`src/rtl/pong_pkg.sv`:
```
// Shared definitions for the Pong game engine: state encodings, coordinate
// width and geometry helpers used to derive centre and clamp positions.
package pong_pkg;

   localparam int COORD_W = 10;

   typedef enum logic [1:0] {
      ST_SERVE = 2'd0,
      ST_PLAY  = 2'd1,
      ST_POINT = 2'd2,
      ST_OVER  = 2'd3
   } state_t;

   // Top-left position that centres an object of 'size' within 'span'.
   function automatic int centre_pos(input int span, input int size);
      return (span - size) / 2;
   endfunction

   // Largest top-left position that keeps an object of 'size' off the far wall.
   function automatic int hi_limit(input int span, input int wall, input int size);
      return span - wall - size;
   endfunction

endpackage

```
`src/rtl/pong_if.sv`:
```
// Signal bundle between the game engine and its surroundings (player inputs,
// tick generator, display controller, buzzer).
interface pong_if #(
   parameter int SCORE_W = 3
);
   import pong_pkg::*;

   // Protocol: there is no valid/ready handshake. Inputs are levels sampled on
   // every vga_clk edge; tick is a one-cycle strobe and a step happens on an
   // edge with tick=1 and pause=0. Outputs are registered, change only on a
   // step (or reset), and the hit/point outputs are one-cycle pulses.
   logic                tick;
   logic                pause;
   logic                start;
   logic                a_up;
   logic                a_down;
   logic                b_up;
   logic                b_down;
   logic [COORD_W-1:0]  x_ball;
   logic [COORD_W-1:0]  y_ball;
   logic [COORD_W-1:0]  y_paddle_a;
   logic [COORD_W-1:0]  y_paddle_b;
   logic [SCORE_W-1:0]  score_a;
   logic [SCORE_W-1:0]  score_b;
   logic [1:0]          state;
   logic                winner;
   logic                wall_hit;
   logic                paddle_hit;
   logic                point_a;
   logic                point_b;

   modport master (
      output tick, pause, start, a_up, a_down, b_up, b_down,
      input  x_ball, y_ball, y_paddle_a, y_paddle_b, score_a, score_b,
      input  state, winner, wall_hit, paddle_hit, point_a, point_b
   );

   modport slave (
      input  tick, pause, start, a_up, a_down, b_up, b_down,
      output x_ball, y_ball, y_paddle_a, y_paddle_b, score_a, score_b,
      output state, winner, wall_hit, paddle_hit, point_a, point_b
   );

endinterface

```
`src/rtl/pong_paddle.sv`:
```
// One paddle: moves up/down by PADDLE_VEL per enabled step, clamped between
// the top wall and the lowest position that keeps it off the bottom wall.
module pong_paddle
   import pong_pkg::*;
#(
   parameter int PADDLE_H   = 100,
   parameter int PADDLE_VEL = 2,
   parameter int V_RES      = 480,
   parameter int WALL       = 5
) (
   input  logic               clk,
   input  logic               rst,
   input  logic               en,
   input  logic               up,
   input  logic               down,
   output logic [COORD_W-1:0] y
);

   localparam int W1 = COORD_W + 1;
   localparam logic [W1-1:0] Y_MIN = W1'(WALL);
   localparam logic [W1-1:0] Y_MAX = W1'(hi_limit(V_RES, WALL, PADDLE_H));
   localparam logic [W1-1:0] Y_RST = W1'(centre_pos(V_RES, PADDLE_H));
   localparam logic [W1-1:0] VEL   = W1'(PADDLE_VEL);

   logic [COORD_W-1:0] y_q, y_d;
   logic [W1-1:0]      y_ext;

   assign y_ext = {1'b0, y_q};
   assign y     = y_q;

   // Next position: one button moves, both or neither hold; clamp at the walls.
   always_comb begin
      y_d = y_q;
      if (en && up && !down) begin
         if (y_ext <= Y_MIN + VEL) y_d = Y_MIN[COORD_W-1:0];
         else                      y_d = y_q - VEL[COORD_W-1:0];
      end else if (en && down && !up) begin
         if (y_ext + VEL >= Y_MAX) y_d = Y_MAX[COORD_W-1:0];
         else                      y_d = y_q + VEL[COORD_W-1:0];
      end
   end

   // Position register, centred on reset.
   always_ff @(posedge clk or posedge rst) begin
      if (rst) y_q <= Y_RST[COORD_W-1:0];
      else     y_q <= y_d;
   end

endmodule

```
`src/rtl/pong_engine.sv`:
```
// Pong game engine: ball motion, wall/paddle bounces, scoring and the
// SERVE/PLAY/POINT/GAMEOVER sequence, advancing once per unpaused tick.
// Optional build macro PONG_SPEEDUP_EN: each paddle hit raises the x speed
// by one up to MAX_VEL; the speed drops back to BALL_VEL on every serve.
module pong_engine
   import pong_pkg::*;
#(
   parameter int H_RES       = 640,
   parameter int V_RES       = 480,
   parameter int WALL        = 5,
   parameter int BALL_SIZE   = 10,
   parameter int PADDLE_H    = 100,
   parameter int PADDLE_W    = 12,
   parameter int PADDLE_XA   = 20,
   parameter int PADDLE_XB   = 608,
   parameter int BALL_VEL    = 2,
   parameter int PADDLE_VEL  = 2,
   parameter int SCORE_W     = 3,
   parameter int WIN_SCORE   = 7,
   parameter int SERVE_TICKS = 60,
   parameter int MAX_VEL     = 6
) (
   input logic   vga_clk,
   input logic   reset,
   pong_if.slave bus
);

   localparam int W1    = COORD_W + 1;
   localparam int CNT_W = $clog2(SERVE_TICKS + 1);
   localparam int VEL_W = $clog2(((MAX_VEL > BALL_VEL) ? MAX_VEL : BALL_VEL) + 1);

   localparam logic [COORD_W-1:0] X_CTR   = COORD_W'(centre_pos(H_RES, BALL_SIZE));
   localparam logic [COORD_W-1:0] Y_CTR   = COORD_W'(centre_pos(V_RES, BALL_SIZE));
   localparam logic [COORD_W-1:0] Y_TOP   = COORD_W'(WALL);
   localparam logic [COORD_W-1:0] Y_BOT   = COORD_W'(hi_limit(V_RES, WALL, BALL_SIZE));
   localparam logic [COORD_W-1:0] X_PAD_A = COORD_W'(PADDLE_XA + PADDLE_W);
   localparam logic [COORD_W-1:0] X_PAD_B = COORD_W'(PADDLE_XB - BALL_SIZE);
   localparam logic [COORD_W-1:0] VY      = COORD_W'(BALL_VEL);
   localparam logic [CNT_W-1:0]   CNT_LAST = CNT_W'(SERVE_TICKS - 1);
   localparam logic [SCORE_W-1:0] WIN     = SCORE_W'(WIN_SCORE);

   // 11-bit bounds so sums and differences never wrap.
   localparam logic [W1-1:0] L_TOP   = W1'(WALL);
   localparam logic [W1-1:0] L_BOT   = W1'(V_RES - WALL);
   localparam logic [W1-1:0] L_LEFT  = W1'(WALL);
   localparam logic [W1-1:0] L_RIGHT = W1'(H_RES - WALL);
   localparam logic [W1-1:0] L_BS    = W1'(BALL_SIZE);
   localparam logic [W1-1:0] L_PH    = W1'(PADDLE_H);
   localparam logic [W1-1:0] L_VY    = W1'(BALL_VEL);
   localparam logic [W1-1:0] L_PAD_A = W1'(PADDLE_XA + PADDLE_W);
   localparam logic [W1-1:0] L_PAD_B = W1'(PADDLE_XB);

   state_t              state_q, state_d;
   logic [COORD_W-1:0]  x_q, x_d, y_q, y_d;
   logic                dx_q, dx_d;          // 1 = moving right
   logic                dy_q, dy_d;          // 1 = moving down
   logic [CNT_W-1:0]    cnt_q, cnt_d;
   logic [SCORE_W-1:0]  sa_q, sa_d, sb_q, sb_d;
   logic                winner_q, winner_d;
   logic                scorer_q, scorer_d;  // 1 = B won the pending point
   logic                wall_hit_q, wall_hit_d;
   logic                paddle_hit_q, paddle_hit_d;
   logic                point_a_q, point_a_d;
   logic                point_b_q, point_b_d;

   logic                step, pad_en;
   logic [VEL_W-1:0]    vel_x;
   logic [COORD_W-1:0]  vx10;
   logic [COORD_W-1:0]  pad_a_y, pad_b_y;
   logic [W1-1:0]       bx, by, pya, pyb, vx;
   logic                over_a, over_b;

   assign step   = bus.tick & ~bus.pause;
   assign pad_en = step && (state_q != ST_OVER);
   assign bx     = {1'b0, x_q};
   assign by     = {1'b0, y_q};
   assign pya    = {1'b0, pad_a_y};
   assign pyb    = {1'b0, pad_b_y};
   assign vx     = W1'(vel_x);
   assign vx10   = COORD_W'(vel_x);
   assign over_a = (by + L_BS > pya) && (by < pya + L_PH);
   assign over_b = (by + L_BS > pyb) && (by < pyb + L_PH);

   pong_paddle #(
      .PADDLE_H(PADDLE_H), .PADDLE_VEL(PADDLE_VEL), .V_RES(V_RES), .WALL(WALL)
   ) u_paddle_a (
      .clk(vga_clk), .rst(reset), .en(pad_en),
      .up(bus.a_up), .down(bus.a_down), .y(pad_a_y)
   );

   pong_paddle #(
      .PADDLE_H(PADDLE_H), .PADDLE_VEL(PADDLE_VEL), .V_RES(V_RES), .WALL(WALL)
   ) u_paddle_b (
      .clk(vga_clk), .rst(reset), .en(pad_en),
      .up(bus.b_up), .down(bus.b_down), .y(pad_b_y)
   );

   // Game FSM next state: ball physics in PLAY, scoring in POINT, serve delay.
   always_comb begin
      state_d      = state_q;
      x_d          = x_q;
      y_d          = y_q;
      dx_d         = dx_q;
      dy_d         = dy_q;
      cnt_d        = cnt_q;
      sa_d         = sa_q;
      sb_d         = sb_q;
      winner_d     = winner_q;
      scorer_d     = scorer_q;
      wall_hit_d   = 1'b0;
      paddle_hit_d = 1'b0;
      point_a_d    = 1'b0;
      point_b_d    = 1'b0;
      if (step) begin
         case (state_q)
            ST_SERVE: begin
               if (cnt_q == CNT_LAST) begin
                  cnt_d   = '0;
                  state_d = ST_PLAY;
               end else begin
                  cnt_d = cnt_q + CNT_W'(1);
               end
            end
            ST_PLAY: begin
               // Vertical axis.
               if (!dy_q && by <= L_TOP + L_VY) begin
                  y_d        = Y_TOP;
                  dy_d       = 1'b1;
                  wall_hit_d = 1'b1;
               end else if (dy_q && by + L_BS + L_VY >= L_BOT) begin
                  y_d        = Y_BOT;
                  dy_d       = 1'b0;
                  wall_hit_d = 1'b1;
               end else begin
                  y_d = dy_q ? (y_q + VY) : (y_q - VY);
               end
               // Horizontal axis: paddle face, then goal line, else move.
               if (!dx_q) begin
                  if (bx >= L_PAD_A && bx - vx <= L_PAD_A && over_a) begin
                     x_d          = X_PAD_A;
                     dx_d         = 1'b1;
                     paddle_hit_d = 1'b1;
                  end else if (bx <= L_LEFT + vx) begin
                     state_d  = ST_POINT;
                     scorer_d = 1'b1;
                  end else begin
                     x_d = x_q - vx10;
                  end
               end else begin
                  if (bx + L_BS <= L_PAD_B && bx + L_BS + vx >= L_PAD_B && over_b) begin
                     x_d          = X_PAD_B;
                     dx_d         = 1'b0;
                     paddle_hit_d = 1'b1;
                  end else if (bx + L_BS + vx >= L_RIGHT) begin
                     state_d  = ST_POINT;
                     scorer_d = 1'b0;
                  end else begin
                     x_d = x_q + vx10;
                  end
               end
            end
            ST_POINT: begin
               if (scorer_q) begin
                  sb_d      = sb_q + SCORE_W'(1);
                  point_b_d = 1'b1;
               end else begin
                  sa_d      = sa_q + SCORE_W'(1);
                  point_a_d = 1'b1;
               end
               if ((scorer_q ? sb_d : sa_d) == WIN) begin
                  state_d  = ST_OVER;
                  winner_d = scorer_q;
               end else begin
                  // Serve travels toward the player who just lost the point.
                  state_d = ST_SERVE;
                  x_d     = X_CTR;
                  y_d     = Y_CTR;
                  dx_d    = ~scorer_q;
               end
            end
            ST_OVER: begin
               if (bus.start) begin
                  sa_d    = '0;
                  sb_d    = '0;
                  state_d = ST_SERVE;
                  x_d     = X_CTR;
                  y_d     = Y_CTR;
               end
            end
         endcase
      end
   end

   // Game state registers; everything returns to the serve position on reset.
   always_ff @(posedge vga_clk or posedge reset) begin
      if (reset) begin
         state_q      <= ST_SERVE;
         x_q          <= X_CTR;
         y_q          <= Y_CTR;
         dx_q         <= 1'b1;
         dy_q         <= 1'b1;
         cnt_q        <= '0;
         sa_q         <= '0;
         sb_q         <= '0;
         winner_q     <= 1'b0;
         scorer_q     <= 1'b0;
         wall_hit_q   <= 1'b0;
         paddle_hit_q <= 1'b0;
         point_a_q    <= 1'b0;
         point_b_q    <= 1'b0;
      end else begin
         state_q      <= state_d;
         x_q          <= x_d;
         y_q          <= y_d;
         dx_q         <= dx_d;
         dy_q         <= dy_d;
         cnt_q        <= cnt_d;
         sa_q         <= sa_d;
         sb_q         <= sb_d;
         winner_q     <= winner_d;
         scorer_q     <= scorer_d;
         wall_hit_q   <= wall_hit_d;
         paddle_hit_q <= paddle_hit_d;
         point_a_q    <= point_a_d;
         point_b_q    <= point_b_d;
      end
   end

`ifdef PONG_SPEEDUP_EN
   logic             enter_serve;
   logic [VEL_W-1:0] vel_q, vel_d;

   assign enter_serve = (state_d == ST_SERVE) && (state_q != ST_SERVE);
   assign vel_x       = vel_q;

   // X speed: back to base on a new serve, otherwise bump on each paddle hit.
   always_comb begin
      vel_d = vel_q;
      if (enter_serve)
         vel_d = VEL_W'(BALL_VEL);
      else if (paddle_hit_d && vel_q < VEL_W'(MAX_VEL))
         vel_d = vel_q + VEL_W'(1);
   end

   // X speed register.
   always_ff @(posedge vga_clk or posedge reset) begin
      if (reset) vel_q <= VEL_W'(BALL_VEL);
      else       vel_q <= vel_d;
   end
`else
   assign vel_x = VEL_W'(BALL_VEL);
`endif

   assign bus.x_ball     = x_q;
   assign bus.y_ball     = y_q;
   assign bus.y_paddle_a = pad_a_y;
   assign bus.y_paddle_b = pad_b_y;
   assign bus.score_a    = sa_q;
   assign bus.score_b    = sb_q;
   assign bus.state      = state_q;
   assign bus.winner     = winner_q;
   assign bus.wall_hit   = wall_hit_q;
   assign bus.paddle_hit = paddle_hit_q;
   assign bus.point_a    = point_a_q;
   assign bus.point_b    = point_b_q;

endmodule

```
`src/flat_wrapper.sv`:
```
// flat-port wrapper written by rule: the top's interface ports become plain ports
module pong_engine_flat import pong_pkg::*;
#(
   parameter int H_RES       = 640,
   parameter int V_RES       = 480,
   parameter int WALL        = 5,
   parameter int BALL_SIZE   = 10,
   parameter int PADDLE_H    = 100,
   parameter int PADDLE_W    = 12,
   parameter int PADDLE_XA   = 20,
   parameter int PADDLE_XB   = 608,
   parameter int BALL_VEL    = 2,
   parameter int PADDLE_VEL  = 2,
   parameter int SCORE_W     = 3,
   parameter int WIN_SCORE   = 7,
   parameter int SERVE_TICKS = 60,
   parameter int MAX_VEL     = 6
)
  (vga_clk, reset, bus_tick, bus_pause, bus_start, bus_a_up, bus_a_down, bus_b_up, bus_b_down, bus_x_ball, bus_y_ball, bus_y_paddle_a, bus_y_paddle_b, bus_score_a, bus_score_b, bus_state, bus_winner, bus_wall_hit, bus_paddle_hit, bus_point_a, bus_point_b);
  pong_if #(.SCORE_W(SCORE_W)) bus_i ();
  input logic vga_clk;
  input logic reset;
  input wire logic [$bits(bus_i.tick)-1:0] bus_tick;
  input wire logic [$bits(bus_i.pause)-1:0] bus_pause;
  input wire logic [$bits(bus_i.start)-1:0] bus_start;
  input wire logic [$bits(bus_i.a_up)-1:0] bus_a_up;
  input wire logic [$bits(bus_i.a_down)-1:0] bus_a_down;
  input wire logic [$bits(bus_i.b_up)-1:0] bus_b_up;
  input wire logic [$bits(bus_i.b_down)-1:0] bus_b_down;
  output wire logic [$bits(bus_i.x_ball)-1:0] bus_x_ball;
  output wire logic [$bits(bus_i.y_ball)-1:0] bus_y_ball;
  output wire logic [$bits(bus_i.y_paddle_a)-1:0] bus_y_paddle_a;
  output wire logic [$bits(bus_i.y_paddle_b)-1:0] bus_y_paddle_b;
  output wire logic [$bits(bus_i.score_a)-1:0] bus_score_a;
  output wire logic [$bits(bus_i.score_b)-1:0] bus_score_b;
  output wire logic [$bits(bus_i.state)-1:0] bus_state;
  output wire logic [$bits(bus_i.winner)-1:0] bus_winner;
  output wire logic [$bits(bus_i.wall_hit)-1:0] bus_wall_hit;
  output wire logic [$bits(bus_i.paddle_hit)-1:0] bus_paddle_hit;
  output wire logic [$bits(bus_i.point_a)-1:0] bus_point_a;
  output wire logic [$bits(bus_i.point_b)-1:0] bus_point_b;
  assign bus_i.tick = bus_tick;
  assign bus_i.pause = bus_pause;
  assign bus_i.start = bus_start;
  assign bus_i.a_up = bus_a_up;
  assign bus_i.a_down = bus_a_down;
  assign bus_i.b_up = bus_b_up;
  assign bus_i.b_down = bus_b_down;
  assign bus_x_ball = bus_i.x_ball;
  assign bus_y_ball = bus_i.y_ball;
  assign bus_y_paddle_a = bus_i.y_paddle_a;
  assign bus_y_paddle_b = bus_i.y_paddle_b;
  assign bus_score_a = bus_i.score_a;
  assign bus_score_b = bus_i.score_b;
  assign bus_state = bus_i.state;
  assign bus_winner = bus_i.winner;
  assign bus_wall_hit = bus_i.wall_hit;
  assign bus_paddle_hit = bus_i.paddle_hit;
  assign bus_point_a = bus_i.point_a;
  assign bus_point_b = bus_i.point_b;
  pong_engine #(.H_RES(H_RES), .V_RES(V_RES), .WALL(WALL), .BALL_SIZE(BALL_SIZE), .PADDLE_H(PADDLE_H), .PADDLE_W(PADDLE_W), .PADDLE_XA(PADDLE_XA), .PADDLE_XB(PADDLE_XB), .BALL_VEL(BALL_VEL), .PADDLE_VEL(PADDLE_VEL), .SCORE_W(SCORE_W), .WIN_SCORE(WIN_SCORE), .SERVE_TICKS(SERVE_TICKS), .MAX_VEL(MAX_VEL)) u_core (.vga_clk(vga_clk), .reset(reset), .bus(bus_i));
endmodule
```
`config.mk`:
```
export PLATFORM = sky130hd
export DESIGN_NAME = pong_engine_flat
export DESIGN_NICKNAME = d
export VERILOG_FILES = /design/src/rtl/pong_pkg.sv /design/src/rtl/pong_if.sv /design/src/rtl/pong_paddle.sv /design/src/rtl/pong_engine.sv /design/src/flat_wrapper.sv
export SDC_FILE = /design/constraint.sdc
export NUM_CORES = 1
export LEC_CHECK = 0
export CAP_MARGIN = 20
export CORE_ASPECT_RATIO = 0.9
export CORE_UTILIZATION = 25
export CTS_CLUSTER_DIAMETER = 200
export DETAILED_ROUTE_END_ITERATION = 7
export GPL_ROUTABILITY_DRIVEN = 0
export SETUP_SLACK_MARGIN = 0.02
export SLEW_MARGIN = 10
export SYNTH_ARGS = -nofsm -noshare
export SYNTH_HDL_FRONTEND = slang
export SYNTH_SLANG_ARGS = --single-unit
```
`constraint.sdc`:
```
create_clock -name vga_clk -period 3.7 [get_ports vga_clk]
set_input_delay 0.37 -clock vga_clk [delete_from_list [all_inputs] [get_ports vga_clk]]
set_output_delay 0.37 -clock vga_clk [all_outputs]
set_load 0.1 [all_outputs]
```
## After elaboration in Yosys (flattened, before gate mapping)

Cells that the tools add are included.

- $add $sub $neg: 20
- Magnitude comparators: 16
- Equality and inequality tests: 18
- Multiplexer cells: 68
- Bitwise operators: 3
- Reductions and logical operators: 39

Operator list:

| operator | number |
|---|---|
| 2-to-1 mux 10 bit | 20 |
| one-hot mux 10 bit (3 select lines) | 2 |
| adder 10 x 2 -> 10 bit (second input constant) | 4 |
| <= comparator 10 x 3 -> 1 bit (second input constant) | 4 |
| subtractor 10 x 2 -> 10 bit (second input constant) | 4 |
| >= comparator 11 x 9 -> 1 bit (second input constant) | 3 |
| 2-to-1 mux 1 bit | 25 |
| 2-to-1 mux 3 bit | 8 |
| adder 10 x 2 -> 11 bit (second input constant) | 2 |
| adder 10 x 4 -> 11 bit (second input constant) | 2 |
| adder 10 x 7 -> 11 bit (second input constant) | 2 |
| adder 11 x 2 -> 11 bit (second input constant) | 2 |
| >= comparator 11 x 10 -> 1 bit (second input constant) | 2 |
| > comparator 11 x 10 -> 1 bit | 2 |
| < comparator 10 x 11 -> 1 bit | 2 |
| logical AND 1 bit | 17 |
| 2-to-1 mux 2 bit | 8 |
| one-hot mux 3 bit (2 select lines) | 2 |
| AND reduction 3 bit | 4 |
| AND reduction 6 bit | 2 |
| nonzero test 2 bit | 6 |
| <= comparator 11 x 10 -> 1 bit (second input constant) | 1 |
| <= comparator 11 x 6 -> 1 bit (second input constant) | 1 |
| subtractor 10 x 2 -> 11 bit (second input constant) | 1 |
| 25 further kinds | 38 |

- Flip-flop bits (word level): 62
- Bits of input ports: 9
- Output and inout port bits: 53
- Logic and storage cells: 180

## Longest topological paths before layout

- Depth in word-level cells: 9
- Mapped depth: 17
- Depth with buffers taken out: 16

## Cells and area by module

Synthesis repeated with hierarchy kept, for this count alone.

- Cells, all modules: 870
- Area, all modules: 6,877.8 µm²

By module, submodules not included:

| module | times used | cells an instance | area each (µm²) | sequential area each (µm²) |
|---|---|---|---|---|
| pong_engine | 1 | 592 | 4,735.8 | 1,068.5 |
| pong_paddle | 2 | 139 | 1,071.0 | 257.7 |

## Least setup slack after synthesis

OpenSTA, ideal clock, no wires.

- Path type: register -> register
- From: register u_core.y_q[2] (netlist: u_core.bus.y_ball[2])
- To: register u_core.x_q[3] (netlist: u_core.bus.x_ball[3])
- Library setup time: 0.085 ns
- Arrival time: 4.276 ns
- Required time: 3.615 ns
- Path slack: -0.661 ns
- Cell stages (with the launch flop): 18
- Path buffers: 1
- Clock period less this slack: 4.361 ns
- Cells stage by stage: dfrtp_1 ha_1 nor2_1 or2_2 nor2_1 xnor2_1 inv_1 ha_1 nand3_1 nor3_1 a21oi_1 o21ai_0 a222oi_1 a21oi_2 a221oi_4 or2_1 buf_6 mux2_1

- Cells in the longest elaborated chain, start to end: 7

Ends and longest elaborated chain:

| item | RTL line | text |
|---|---|---|
| from (decl) | pong_engine.sv:54 | `logic [COORD_W-1:0] x_q, x_d, y_q, y_d;` |
| from (signal assigned) | pong_engine.sv:214 | `y_q <= y_d;` |
| adder 10 x 4 -> 11 bit | pong_engine.sv:81, pong_engine.sv:82 |  |
| > comparator 11 x 10 -> 1 bit, on equally long branches | pong_engine.sv:81, pong_engine.sv:82 |  |
| logical AND 1 bit, on equally long branches | pong_engine.sv:81, pong_engine.sv:82 |  |
| logical AND 1 bit, on equally long branches | pong_engine.sv:139, pong_engine.sv:150 |  |
| 2-to-1 mux 10 bit, on equally long branches | pong_engine.sv:139, pong_engine.sv:150 |  |
| 2-to-1 mux 10 bit | pong_engine.sv:138 | `if (!dx_q) begin` |
| one-hot mux 10 bit (3 select lines) | pong_engine.sv:115 | `case (state_q)` |
| to (signal assigned) | pong_engine.sv:198 | `x_q <= X_CTR;` |
| to (signal assigned) | pong_engine.sv:213 | `x_q <= x_d;` |
| to (decl) | pong_engine.sv:54 |  |

Several ways; a longest one is shown, not always the timed one.
A chain may end at the register's enable or synchronous reset.

## Final worst setup path

- From: register u_core.y_q[1] (netlist: u_core.bus.y_ball[1])
- To: register u_core.x_q[7] (netlist: u_core.bus.x_ball[7])

The elaborated chain is that of the path after synthesis.

==> impl_metrics.env <==
export IMPL_status="finished, violations left"
export IMPL_violations="design-rule violations"
export IMPL_die_area_um2=27200
export IMPL_muxShareOfSynthArea_pct=0.943
export IMPL_arrival_ps=3760
export IMPL_synth_most_common_cell="nand2_1"
export IMPL_synth_cells=864
export IMPL_max_cap_violations=0
export IMPL_cts_sinks=62
export IMPL_path_delay_family="compound AO/OA/AOI/OAI gates"
export IMPL_layout_drive_gt1_share_pct=14.3
export IMPL_synthesis_nets=944
export IMPL_slew_headroom_pct=28.2
export IMPL_ys_warn_count=0
export IMPL_grt_pass1_wl_um=33300
export IMPL_end_kind="register"
export IMPL_synthArstFlopShare_pct=100
export IMPL_setup_violations=0
export IMPL_antenna_left=0
export IMPL_root_buffer="clkbuf_16"
export IMPL_crit_slowest_cell="dfstp_4"
export IMPL_clk_latency_ps=350
export IMPL_fin_crit_ps=3530
export IMPL_cts_path_max_buffers=2
export IMPL_syn_area_um2=6630
export IMPL_antenna_found_initial=0
export IMPL_path_clk_slew_ps=60
export IMPL_numCtsBuffers=9
export IMPL_clock_skew_ps=10.2
export IMPL_synth_common_cells="99 x nand2_1, 77 x nor2_1, 70 x ha_1"
export IMPL_port_buffers=61
export IMPL_synth_compound_area_share_pct=26.7
export IMPL_place_ws_ps=46.5
export IMPL_synth_edf_count=0
export IMPL_yosysTopAreaCellShare_pct=13.6
export IMPL_crit_path_start_kind="register"
export IMPL_pin_count=62
export IMPL_ys_top_cells_by_area="dfrtp_1 14%, ha_1 13%, dfstp_2 10%, nand2_1 5.6%, o21ai_0 5.1%"
export IMPL_period_share_pct=95.5
export IMPL_synth_ff_type="dfrtp_1"
export IMPL_grtUsageTotal_pct=15.2
export IMPL_route_vias_total=6768
export IMPL_synth_distinct_cells=78
export IMPL_seq_area_frac_synth_pct=23.9
export IMPL_syn_avg_cell_area_um2=7.68
export IMPL_viasPerCell=5.22
export IMPL_cp_num_buf_inv=1
export IMPL_core_area_um2=26100
export IMPL_required_ps=3920
export IMPL_diodes=0
export IMPL_die_w_um=174
export IMPL_ctsHoldBuffers=0
export IMPL_overflow=0
export IMPL_num_rows=56
export IMPL_rrSetupSlack_ps=170
export IMPL_wl_um=20500
export IMPL_crit_type="reg2reg"
export IMPL_min_path_type="in2async"
export IMPL_placed_cells=1274
export IMPL_post_drt_wl_per_cell_um=15.8
export IMPL_crit_fanout=4
export IMPL_firstDrtPassIters=7
export IMPL_final_hold_violation_count=0
export IMPL_post_dp_cell_area_um2=7910
export IMPL_drtIter0Drc=633
export IMPL_slowest_delay_ps=660
export IMPL_layout_setup_ws_ps=166
export IMPL_whs_ps=404
export IMPL_cts_tree="built"
export IMPL_synth_simple_area_share_pct=23.4
export IMPL_synth_xor_area_share_pct=5.75
export IMPL_synth_seq_cells=62
export IMPL_syn2layout_area_growth_pct=25.9
export IMPL_path_cells="ha_4, nor2_1, or2_4, xnor2_2, ha_1, nand3_2, o221ai_1, a211o_1, a211o_1, nand4_1, and2_4, a221oi_4, or2_4, buf_4, a32o_1"
export IMPL_stdcell_area_um2=8350
export IMPL_hpwl_um=15500
export IMPL_grt_max_degree=27
export IMPL_fillers=2761
export IMPL_fmax_ghz=0.283
export IMPL_grt_pass1_vias=6260
export IMPL_die_h_um=157
export IMPL_synth_fa_ha_area_share_pct=13.5
export IMPL_finalNetCount=1023
export IMPL_yosysTopAreaCell="dfrtp_1"
export IMPL_tightest_slew_ps=1070
export IMPL_synth_top_family_by_area="compound AO/OA/AOI/OAI gates"
export IMPL_drv_slew=0
export IMPL_final_cells=1296
export IMPL_floorplan_initialDensity_pct=25.5
export IMPL_htreeDepth=3
export IMPL_rsz0062_at_grt="true"
export IMPL_drc=1
## timing repair
action                     4_1_cts  5_1_grt
setup buffers                    1        5
pin swaps                        1        9
resized for setup                0       13
setup endpoints to repair        1       10
cloned                           0        0
## layout make-up
cell class / count / area, um^2 / area share (%)
Multi-Input combinational cell: 711 / 4780 / 57.2
Sequential cell: 62 / 1650 / 19.7
Timing Repair Buffer: 109 / 973 / 11.7
Tap cell: 348 / 435 / 5.21
Clock buffer: 9 / 225 / 2.70
Inverter: 50 / 188 / 2.25
Clock inverter: 7 / 105 / 1.26
## worst reg2reg max path, stage by stage, from the launching register on
cell	delay (ps)
dfstp_4	660
ha_4	150
nor2_1	50
or2_4	260
xnor2_2	150
ha_1	330
nand3_2	110
o221ai_1	130
a211o_1	280
a211o_1	290
nand4_1	90
and2_4	170
a221oi_4	70
or2_4	300
buf_4	150
a32o_1	240
## per-layer routing
layer / track usage (%) / wire length [um]
met4: 4.09 / 300
met5: 0 / 0
met3: 3.18 / 1240
met1: 21.9 / 10300
met2: 22.7 / 8660
## through the flow
step | TNS (ps) | utilization [%]
finish | 0 | 32.0
global route | 0 | 32.0
CTS | 0 | 31.7
detailed placement | 0 | 30.4
global placement | 0 | 30.4
floorplan | -382 | -
## state kept, by name, indices dropped and copies added, names as in the netlist, 2 cells and up
register             cells
u_core.bus.score_a       3
u_core.bus.score_b       3
u_core.bus.state         2
u_core.bus.x_ball       10
u_core.bus.y_ball       10
u_core.cnt_q             6
u_core.u_paddle_a.y     10
u_core.u_paddle_b.y     10
## logic make-up (layout without fill, tap and decap cells)
logic type	count (synthesis)	after routing
xor gates and xnor gates	42	42
buffers and inverters	91	175
adders and majority gates	71	71
muxes	6	6
DFF	62	62
and+or+nand+nor	324	324
AOI/OAI and AO/OA	268	268
## layout by cell type (no fill, tap or decap), types with 17 or more instances in the layout
cell and n:
a21oi_1 66, a31oi_1 17, buf_4 48, clkdlybuf4s50_1 59, dfrtp_1 29, ha_1 68
inv_1 48, nand2_1 98, nand3_1 33, nor2_1 75, nor3_1 26, o21ai_0 67
xnor2_1 33
## path summary, 6_finish.rpt
path                                                  start                                  to  depth (start not counted)
max                        u_core.bus.y_ball[1]$_DFFE_PP1P_    u_core.bus.x_ball[7]$_DFFE_PP0P_                         15
min                                                   reset         u_core.cnt_q[2]$_DFFE_PP0P_                          2
max reg2reg                u_core.bus.y_ball[1]$_DFFE_PP1P_    u_core.bus.x_ball[7]$_DFFE_PP0P_                         15
min reg2reg                     u_core.cnt_q[1]$_DFFE_PP0P_         u_core.cnt_q[1]$_DFFE_PP0P_                          2
min in group vga_clk            u_core.cnt_q[1]$_DFFE_PP0P_         u_core.cnt_q[1]$_DFFE_PP0P_                          2
max in group asynchronous                             reset  u_core.u_paddle_b.y[2]$_DFFE_PP1P_                          3
Power is not shown: default switching activity piles up to over one toggle a cycle in this logic, so the estimate is an artifact.
